<file path="src/rtl/lfsr_pkg.sv">
// Shared LFSR definitions for the counter<->LFSR converter pair: FSM states,
// default polynomial/seed and the single-step function.
package lfsr_pkg;

    localparam int unsigned LFSR_MAX_W    = 32;
    localparam int unsigned DEFAULT_WIDTH = 8;
    localparam logic [7:0]  DEFAULT_SEED  = 8'h01;
    localparam logic [7:0]  DEFAULT_TAPS  = 8'hB8;

    typedef enum logic [1:0] {
        IDLE   = 2'd0,
        SEARCH = 2'd1,
        DONE   = 2'd2
    } lfsr_state_e;

    // One Fibonacci step; state/taps are zero-extended, result masked to width.
    function automatic logic [LFSR_MAX_W-1:0] lfsr_next(
        input logic [LFSR_MAX_W-1:0] state,
        input logic [LFSR_MAX_W-1:0] taps,
        input int unsigned           width
    );
        logic                  fb;
        logic [LFSR_MAX_W-1:0] mask;
        fb   = ^(state & taps);
        mask = (width >= LFSR_MAX_W) ? '1 : ((LFSR_MAX_W'(1) << width) - LFSR_MAX_W'(1));
        return ((state << 1) | LFSR_MAX_W'(fb)) & mask;
    endfunction

endpackage

</file>
<file path="src/rtl/lfsr_core.sv">
// Reference LFSR register: synchronous seed load and step enable.
module lfsr_core
    import lfsr_pkg::*;
#(
    parameter int unsigned      WIDTH = DEFAULT_WIDTH,
    parameter logic [WIDTH-1:0] SEED  = WIDTH'(DEFAULT_SEED),
    parameter logic [WIDTH-1:0] TAPS  = WIDTH'(DEFAULT_TAPS)
) (
    input  logic             clk,
    input  logic             reset_n,
    input  logic             load_seed_i,
    input  logic             step_i,
    output logic [WIDTH-1:0] state_o
);

    logic [WIDTH-1:0] state_q;
    logic [WIDTH-1:0] state_d;

    always_comb begin
        state_d = state_q;
        if (load_seed_i) begin
            state_d = SEED;
        end else if (step_i) begin
            state_d = WIDTH'(lfsr_next(LFSR_MAX_W'(state_q), LFSR_MAX_W'(TAPS), WIDTH));
        end
    end

    always_ff @(posedge clk) begin
        if (!reset_n) begin
            state_q <= SEED;
        end else begin
            state_q <= state_d;
        end
    end

    assign state_o = state_q;

endmodule

</file>
<file path="src/rtl/lfsr_to_count.sv">
// LFSR state -> step count: walks a reference LFSR from SEED until it matches
// the captured value, then holds the step count (or an unreachable flag).
module lfsr_to_count
    import lfsr_pkg::*;
#(
    parameter int unsigned      WIDTH = DEFAULT_WIDTH,
    parameter logic [WIDTH-1:0] SEED  = WIDTH'(DEFAULT_SEED),
    parameter logic [WIDTH-1:0] TAPS  = WIDTH'(DEFAULT_TAPS)
) (
    input  logic             clk,
    input  logic             reset_n,
    input  logic             start,
    input  logic [WIDTH-1:0] value_in,
    output logic [WIDTH-1:0] count_out,
    output logic             done,
    output logic             busy,
    output logic             err
);

    // Last count reachable by a maximal-length sequence (2^WIDTH-2).
    localparam logic [WIDTH-1:0] CNT_LAST = {{(WIDTH-1){1'b1}}, 1'b0};

    lfsr_state_e      state_q, state_d;
    logic [WIDTH-1:0] cnt_q, cnt_d;
    logic [WIDTH-1:0] target_q, target_d;
    logic [WIDTH-1:0] count_q, count_d;
    logic             done_q, done_d;
    logic             busy_q, busy_d;
    logic             err_q, err_d;
    logic             start_q;
    logic             start_edge_c;
    logic             load_seed_c;
    logic             step_c;
    logic [WIDTH-1:0] lfsr_c;

    assign start_edge_c = start & ~start_q;

    lfsr_core #(
        .WIDTH (WIDTH),
        .SEED  (SEED),
        .TAPS  (TAPS)
    ) u_core (
        .clk         (clk),
        .reset_n     (reset_n),
        .load_seed_i (load_seed_c),
        .step_i      (step_c),
        .state_o     (lfsr_c)
    );

    always_comb begin
        state_d     = state_q;
        cnt_d       = cnt_q;
        target_d    = target_q;
        count_d     = count_q;
        done_d      = done_q;
        err_d       = err_q;
        load_seed_c = 1'b0;
        step_c      = 1'b0;

        case (state_q)
            IDLE, DONE: begin
                if (start_edge_c) begin
                    target_d    = value_in;
                    load_seed_c = 1'b1;
                    cnt_d       = '0;
                    count_d     = '0;
                    done_d      = 1'b0;
                    err_d       = 1'b0;
                    state_d     = SEARCH;
                end
            end
            SEARCH: begin
                if (lfsr_c == target_q) begin
                    count_d = cnt_q;
                    done_d  = 1'b1;
                    err_d   = 1'b0;
                    state_d = DONE;
                end else if (cnt_q == CNT_LAST) begin
                    // Whole sequence walked: lock-up state or short-cycle taps.
                    count_d = '0;
                    done_d  = 1'b1;
                    err_d   = 1'b1;
                    state_d = DONE;
                end else begin
                    step_c = 1'b1;
                    cnt_d  = cnt_q + WIDTH'(1);
                end
            end
            default: begin
                state_d = IDLE;
            end
        endcase

        busy_d = (state_d == SEARCH);
    end

    always_ff @(posedge clk) begin
        if (!reset_n) begin
            state_q  <= IDLE;
            cnt_q    <= '0;
            target_q <= '0;
            count_q  <= '0;
            done_q   <= 1'b0;
            busy_q   <= 1'b0;
            err_q    <= 1'b0;
            start_q  <= 1'b0;
        end else begin
            state_q  <= state_d;
            cnt_q    <= cnt_d;
            target_q <= target_d;
            count_q  <= count_d;
            done_q   <= done_d;
            busy_q   <= busy_d;
            err_q    <= err_d;
            start_q  <= start;
        end
    end

    assign count_out = count_q;
    assign done      = done_q;
    assign busy      = busy_q;
    assign err       = err_q;

endmodule

</file>
<file path="config.mk">
export PLATFORM = sky130hd
export DESIGN_NAME = lfsr_to_count
export DESIGN_NICKNAME = d
export VERILOG_FILES = /design/src/rtl/lfsr_pkg.sv /design/src/rtl/lfsr_core.sv /design/src/rtl/lfsr_to_count.sv
export SDC_FILE = /design/constraint.sdc
export NUM_CORES = 1
export LEC_CHECK = 0
export BUFFER_PORTS_ARGS = -buffer_cell sky130_fd_sc_hd__buf_2
export CAP_MARGIN = 30
export CORE_MARGIN = 5
export CORE_UTILIZATION = 56
export DETAILED_ROUTE_END_ITERATION = 8
export PLACE_DENSITY = 0.85
export SYNTH_ARGS = -nofsm -noshare
export SYNTH_HDL_FRONTEND = slang
export SYNTH_SLANG_ARGS = --single-unit
</file>
<file path="constraint.sdc">
create_clock -name clk -period 2.35 [get_ports clk]
set_input_delay 0.235 -clock clk [delete_from_list [all_inputs] [get_ports clk]]
set_output_delay 0.235 -clock clk [all_outputs]
set_load 0.01 [all_outputs]
</file>
==> impl_metrics.toml <==
[synth]
synthCells = 194
ys_ff_latch = 38
ys_types = 34
async_flop_share = 0
synth.avg_cell_area_sq_um = 8.61
synth_area_sq_um = 1670
ys.flop_type = "dfxtp_1"
synth_fp_nets = 207
yosys_warnings = 0
ys_seq_area_frac = 0.455
synth_edf_count = 0

[hold_path]
min_path_cells = 3
hp-class = "in2reg"

[floorplan]
ios = 22
num_rows = 19
start_util = 0.595
die_w_um = 64.6
floorplan.die_area_sq_um = 4180
core-area_sq_um = 2810
die_h_um = 64.6

[global_routing]
track_usage = 0.190
grt_antenna_before_repair = 0
grt_pass1_wl_mm = 6.23
grt_pass1_vias = 1363
grt_max_degree = 24
gr-total-overflow = 0
use_met3 = 0.0604
grtUsageMet2 = 0.334
busiest_layer = "met2"
use_met1 = 0.224

[timing]
clock_skew_ns = 0.00628
min_period_ns = 1.92
slew-limit-headroom = 0.670
setup_tns_ns = 0
holdWs_ns = 0.114
hold_viol_final = 0
tightest_slew_ns = 0.495
fmax_mhz = 520
rsz0062_at_grt = "no"
fin_crit_sh = 0.819
layout_setup_ws_ns = 0.425
finalSetupViolCount = 0
drv_slew = 0

[critical_path]
path_max_fanout = 20
endpoint_kind = "register"
path_cells = "inv_1, ha_1, nand3_1, o21ai_2, o21ba_2, mux2i_1, nand3_1"
required_ns = 2.57
worstSetupStartpointType = "register"
rr_worst_depth = 7
slowest_delay_ns = 0.55
arrival_ns = 2.15
slowest_stage = "o21ba_2"
crit_top_cell = "nand3_1"
worstSetupPathType = "reg2reg"

[route]
routed_wl_mm = 3.52
drtAntennaViolNets = 0
drt-pass1-iter-count = 4
wire_per_inst_um = 14.2
viasPerCell = 5.67
vias = 1407
drc = 0
drtIter0Drc = 59

[power]
vdd_ir_drop_max_uv = 465
leakage_nw = 0.685
design_power_total_mw = 1.18
power_density_nw_per_um2 = 639

[clocking]
cts_tree = "yes"
ctsRootBufferMaster = "clkbuf_4"
path_clk_slew_ns = 0.11
htreeDepth = 2
holdBufCountCts = 0
clock_latency_ns = 0.34
cts_buffer_depth = 2
clkSinkCount = 38
cts_setup_buffers = 0
tritoncts.num_buffers = 5
ctsResizeCount = 0

[placement]
gp_congestion = 0.872
dp_hpwl_mm = 2.47
dp_cells = 240
pre_cts_ws_ns = 0.458
port_buffers = 21

[final_layout]
regArea_sq_um = 761
final_cell_count_no_fill = 248
diodes = 0
final_cell_mix = "dfxtp_1 (38), nand2_1 (32), a21oi_1 (21), buf_2 (21), nor2_1 (14)"
area_growth_pct = 10.9
n_fill_cell = 251
drive_above_1_share = 0.175
multi_input_area_sq_um = 853
layout_commonest_cell = "dfxtp_1"
finalNetCount = 229

[job]
maxCapViolations = 0

[run_status]
outcome = "completed"
kinds of logic after synthesis:
group           share of synthesized area
buf+inv                            0.0337
fa+ha+maj                          0.0150
flops                               0.455
simple gates                        0.234
xor+xnor                           0.0577
compound gates                      0.151
mux                                0.0539
metal layers:
| metal | share of wire | wire, um |
|---|---|---|
| met1 | 0.43 | 1500 |
| met2 | 0.51 | 1790 |
| met3 | 0.053 | 187 |
| met4 | 0.012 | 41 |
| met5 | 0 | 0 |
cell usage after synthesis (3+ instances only):
master / n / area share
buf_2: 3 / 0.0090
xnor2_1: 10 / 0.052
a21oi_1: 21 / 0.063
nor2_1: 14 / 0.031
nand4_1: 3 / 0.011
inv_1: 3 / 0.0067
or4_1: 3 / 0.013
dfxtp_1: 38 / 0.46
nand2_1: 32 / 0.072
mux2i_1: 9 / 0.054
o21ai_0: 13 / 0.039
o211ai_1: 3 / 0.013
clkbuf_1: 5 / 0.011
nand3_1: 7 / 0.021
nor3_1: 7 / 0.021
area by class of cell:
class,instances,area share
well taps,31,0.0209
flip-flops and latches,38,0.411
inverters,3,0.00608
clock inverters,1,0.00270
multi-input cells,144,0.461
clock buffers,7,0.0297
repair buffers,24,0.0689
final timing paths:
check,from,end,slack [ns]
worst max register to register,cnt_q[0]$_SDFFE_PN0P_,u_core.state_o[0]$_SDFFE_PP1P_,0.43
worst max-delay path,cnt_q[0]$_SDFFE_PN0P_,u_core.state_o[0]$_SDFFE_PP1P_,0.43
worst min register to register,done$_SDFFE_PN0P_,done$_SDFFE_PN0P_,0.48
worst min-delay path,value_in[2],target_q[2]$_SDFFE_PN0P_,0.11
through the flow:
stage	util	instance area (sq um)
final	0.660	1850
after global routing	0.660	1850
after CTS	0.660	1850
after detailed placement	0.639	1790
after global placement	0.639	1790
after floorplan	-	1670
critical path: cells and delay by family (launching register included):
kind	cells	cell delay, ns
DFF	1	0.45
buffers and inverters	1	0.09
muxes	1	0.25
adders and majority gates	1	0.20
and+or+nand+nor	2	0.20
AOI/OAI and AO/OA	2	0.62
flip-flops by register name (all words and copies together) (netlist names):
name            count
cnt_q               8
count_out           8
target_q            8
u_core.state_o      8
state_q             2
busy                1
done                1
err                 1
start_q             1
power by group:
part           total (mW)  internal, mW  leakage (nW)  switching [mW]
sequential          0.679         0.664         0.308          0.0159
clock               0.355         0.145        0.0353           0.210
combinational       0.149        0.0541         0.342          0.0953
total                1.18         0.863         0.685           0.321
Note: power is estimated with default switching activity, not from simulation.
